===== src/rtl/pc_fetch_unit.sv =====
// Program-counter and fetch sequencer.
// Selects the next fetch address from PCsrc/ImmOp, halts on a repeated
// branch-to-self, and keeps saturating retired/taken-branch counters.
module pc_fetch_unit #(
  parameter int ADDR_LEN    = 8,
  parameter int INSTR_STEP  = 4,
  parameter int HALT_THRESH = 3,
  parameter int CNT_W       = 16
) (
  input  logic                clk,
  input  logic                rst,
  input  logic                en,
  input  logic                PCsrc,
  input  logic [ADDR_LEN-1:0] ImmOp,
  input  logic                resume,
  output logic [ADDR_LEN-1:0] PC,
  output logic                fetch_valid,
  output logic                halted,
  output logic [CNT_W-1:0]    instr_cnt,
  output logic [CNT_W-1:0]    branch_cnt
);

  localparam int LOOP_W = $clog2(HALT_THRESH + 1);

  localparam logic [1:0] ST_FLUSH = 2'd0;
  localparam logic [1:0] ST_RUN   = 2'd1;
  localparam logic [1:0] ST_HALT  = 2'd2;

  localparam logic [ADDR_LEN-1:0] STEP     = ADDR_LEN'(INSTR_STEP);
  localparam logic [LOOP_W-1:0]   THRESH   = LOOP_W'(HALT_THRESH);
  localparam logic [CNT_W-1:0]    CNT_MAX  = '1;

  logic [1:0]          state;
  logic [LOOP_W-1:0]   loop_cnt;
  logic [LOOP_W-1:0]   loop_nxt;
  logic [ADDR_LEN-1:0] pc_seq;
  logic [ADDR_LEN-1:0] pc_br;
  logic                self_br;

  // Next-PC candidates and branch-to-self run length
  always_comb begin
    pc_seq   = PC + STEP;
    pc_br    = PC + ImmOp;
    self_br  = PCsrc && (ImmOp == '0);
    loop_nxt = self_br ? loop_cnt + LOOP_W'(1) : '0;
  end

  // Status outputs decoded straight from the state register
  always_comb begin
    fetch_valid = (state == ST_RUN);
    halted      = (state == ST_HALT);
  end

  // Sequencer: FLUSH -> RUN, RUN -> HALT on repeated self-branch, HALT -> RUN on resume
  always_ff @(posedge clk or negedge rst) begin
    if (!rst) begin
      state      <= ST_FLUSH;
      PC         <= '0;
      loop_cnt   <= '0;
      instr_cnt  <= '0;
      branch_cnt <= '0;
    end else begin
      case (state)
        ST_FLUSH: state <= ST_RUN;
        ST_RUN: begin
          if (en) begin
            PC       <= PCsrc ? pc_br : pc_seq;
            loop_cnt <= loop_nxt;
            if (instr_cnt != CNT_MAX)
              instr_cnt <= instr_cnt + CNT_W'(1);
            if (PCsrc && (branch_cnt != CNT_MAX))
              branch_cnt <= branch_cnt + CNT_W'(1);
            if (self_br && (loop_nxt == THRESH))
              state <= ST_HALT;
          end
        end
        ST_HALT: begin
          if (resume) begin
            state    <= ST_RUN;
            PC       <= pc_seq;
            loop_cnt <= '0;
          end
        end
        default: state <= ST_FLUSH;
      endcase
    end
  end

endmodule


===== config.mk =====
export PLATFORM = sky130hd
export DESIGN_NAME = pc_fetch_unit
export DESIGN_NICKNAME = d
export VERILOG_FILES = /design/src/rtl/pc_fetch_unit.sv
export SDC_FILE = /design/constraint.sdc
export NUM_CORES = 1
export LEC_CHECK = 0
export ABC_AREA = 1
export CORE_ASPECT_RATIO = 1.75
export CORE_MARGIN = 1.5
export CORE_UTILIZATION = 60
export DETAILED_ROUTE_END_ITERATION = 8
export DONT_BUFFER_PORTS = 1
export GPL_TIMING_DRIVEN = 0
export HOLD_SLACK_MARGIN = 0.15
export PLACE_DENSITY = 0.85
export SYNTH_ARGS = -nofsm -noshare
export SYNTH_HDL_FRONTEND = slang
export SYNTH_SLANG_ARGS = --single-unit

===== constraint.sdc =====
create_clock -name clk -period 4.46 [get_ports clk]
set_clock_uncertainty 0.05 [all_clocks]
set_input_delay 0.446 -clock clk [delete_from_list [all_inputs] [get_ports clk]]
set_output_delay 0.446 -clock clk [all_outputs]
set_load 0.005 [all_outputs]

==> results.tsv <==
metric	value	unit
GR Util met1	28.7	%
internal power	836	uW
sequential element share of the synthesized area	36.3	%
most common cell after layout, fill and taps aside	nand2_1	
Routed WL	6940	um
synthesized cell area	0.00303	sq mm
clk buf depth	2	
CTS tree	built	
DR DRC count	0	
Num CTS Buffers	5	
vias in the first global route	2676	
placed insts	484	
worst min path class	in2reg	
share of cells above drive strength 1	6.38	%
boundary pin count	55	
commonest non-fill, non-tap cells in the layout	nand2_1, inv_1, dfrtp_1, nand3_1, nor2_1	
Logic pwr share	27.5	%
Avg Inst Size Synth	7.05	sq um
Simple-Gate Fraction of Synth Area	39.6	%
critical path required time	4.61	ns
Worst-Margin Slew	0.572	ns
crit path from	instr_cnt[0]	
Yosys cell types	32	
Final Max Slew Viols	0	
Pre-antenna DRT Iters	4	
M2 GR Usage	50.4	%
critical path endpoint	instr_cnt[15]	
FMAX	0.536	GHz
final period utilization	41.8	%
critical path class	reg2reg	
Synth Area in Adders	4.79	%
root buf cell	clkbuf_8	
Yosys reg bits	44	
GRT Total Usage	27.3	%
area fraction in compound gates after synthesis	4.21	%
number of DRC markers in iteration 0	176	
final core occ	66.2	%
Final TNS setup	0	ns
GRT Max-Usage Layer	met2	
Non-Filler Instances	493	
grt total ovfl	0	
Core Box Area	0.00493	sq mm
initial antenna violation count	0	
sequential power share	45.1	%
power per cell area	400	mW/mm^2
Die X-Extent	56.7	um
row count	34	
hpwl dp	5100	um
Area Overhead vs Synth	7.72	%
number of vias per cell	5.47	
final hold violation count	0	
Sw Share	36.0	%
XOR/XNOR share of the synthesized area	6.64	%
Max-Cap Viols	0	
Hold WS	0.205	ns
Post-CTS Setup Repair Bufs	0	
via count	2697	
final setup violation count	0	
worst-case vdd ir drop	0.459	mV
layout net count	463	
Yosys warnings	0	
initial core utilization	61.4	%
Static Leak	0.00169	uW
Worst-path clk slew	0.09	ns
M3 GR Usage	6.68	%
Primary FF master, synth	dfrtp_1	
largest family of logic cells by synthesized area	simple AND/OR/NAND/NOR gates	
FF-to-FF Start	instr_cnt[0]	
nature of the critical path startpoint	flop	
clock share of power	27.4	%
RSZ-0062 raised after global routing	false	
diode count	0	
clock sink count	44	
largest net degree at the start of global routing	45	
Worst R2R End	instr_cnt[15]	
number of synthesized flops with an enable pin	0	
Reg2Reg Depth	9	
minimum clock period	1.87	ns
Switch Pwr	471	uW
status	finished, final reports clean	
CP Capture Type	flop	
Die Ht	97.0	um
mux share of post-synthesis cell area	0.330	%
routability congestion estimate	0.917	
syn nets	454	
crit path max fanout	10	
synthesized instance count	430	
H-tree depth	2	
wire per inst	14.1	um
global-route wire length before repair	12000	um
r2r setup slk	2.59	ns
WP data arrival	2.02	ns
Worst-Skew Late Latency	0.30	ns
Slew HR	61.6	%
fraction of registers with async set/reset	100	%
die footprint	0.00551	sq mm
number of I/O port buffers	0	
Antenna Nets Post-Route	0	
logic make-up after synthesis:
logic type	after synthesis
multiplexers	1
XOR/XNOR	23
flip-flops	44
adder cells (fa/ha/maj)	11
AO/OA/AOI/OAI	22
AND/OR/NAND/NOR	271
buffers and inverters	58
worst max-delay path, cell delays in order, from the launching register on:
cell and delay (ns):
dfrtp_1 0.46, ha_1 0.30, nand3_1 0.16, nor2_2 0.19, nand3_1 0.11, nand2_2 0.19, inv_2 0.06, buf_6 0.14
nand2_1 0.06, nand2_1 0.04
power groups by stage:
stage / sequential, uW / clock [uW] / combinational, uW
2_1_floorplan: 562 / 0 / 291
3_3_place_gp: 594 / 0 / 327
3_5_place_dp: 597 / 0 / 342
4_1_cts: 590 / 363 / 360
5_1_grt: 603 / 377 / 419
6_report: 589 / 358 / 359
how the worst min path moves through the flow:
stage / from / end / slack (ns) / cells past startpoint
finish: resume / state[1] / 0.20 / 1
global route: resume / state[1] / 0.19 / 1
CTS: resume / state[1] / 0.20 / 1
detailed placement: rst / branch_cnt[3] / 0.10 / 0
global placement: rst / branch_cnt[3] / 0.10 / 0
floorplan: rst / PC[0] / 0.10 / 0
per-stage QoR:
stage,power (uW),instance area [sq um],setup WS (ns)
final,1310,3270,2.59
after global routing,1400,3270,2.45
after CTS,1310,3270,2.58
after detailed placement,939,3100,2.60
after floorplan,853,3030,2.84
after global placement,921,3100,2.62
final cells by class:
cell class | instances | area, sq um
multi-input cells | 328 | 1690
fillers | 437 | 1670
flip-flops and latches | 44 | 1100
inverters | 53 | 199
clock buffers | 5 | 68.8
well taps | 54 | 67.6
clock inverters | 2 | 60.1
plain buffers | 5 | 46.3
repair buffers | 2 | 37.5
cells in the mapped netlist (all sizes together) (5+ instances only):
master / count / area, sq um
xnor2: 12 / 105
nor2: 33 / 163
nor3: 11 / 71.3
nand4: 11 / 68.8
dfrtp: 44 / 1100
inv: 53 / 199
ha: 10 / 125
o21ai: 12 / 71.3
nand3: 39 / 220
nand2: 174 / 656
xor2: 11 / 96.3
buf: 5 / 46.3
a21oi: 7 / 35.0
registers in the layout, summed over array words and instances (netlist names):
signal / flops
loop_cnt: 2
branch_cnt: 16
PC: 8
state: 2
instr_cnt: 16
what timing repair did:
action                                 4_1_cts  5_1_grt
hold buffers                                 2        0
endpoints found under the hold margin       44        0
gates resized for setup                      0        0
metal layers:
layer	part of all wire, %	vias up	wire (um)
li1	-	1367	-
met1	36	1234	2520
met2	55	80	3810
met3	6.2	16	430
met4	2.6	0	182
met5	0	-	0
Power figures use the tool's default switching activity.
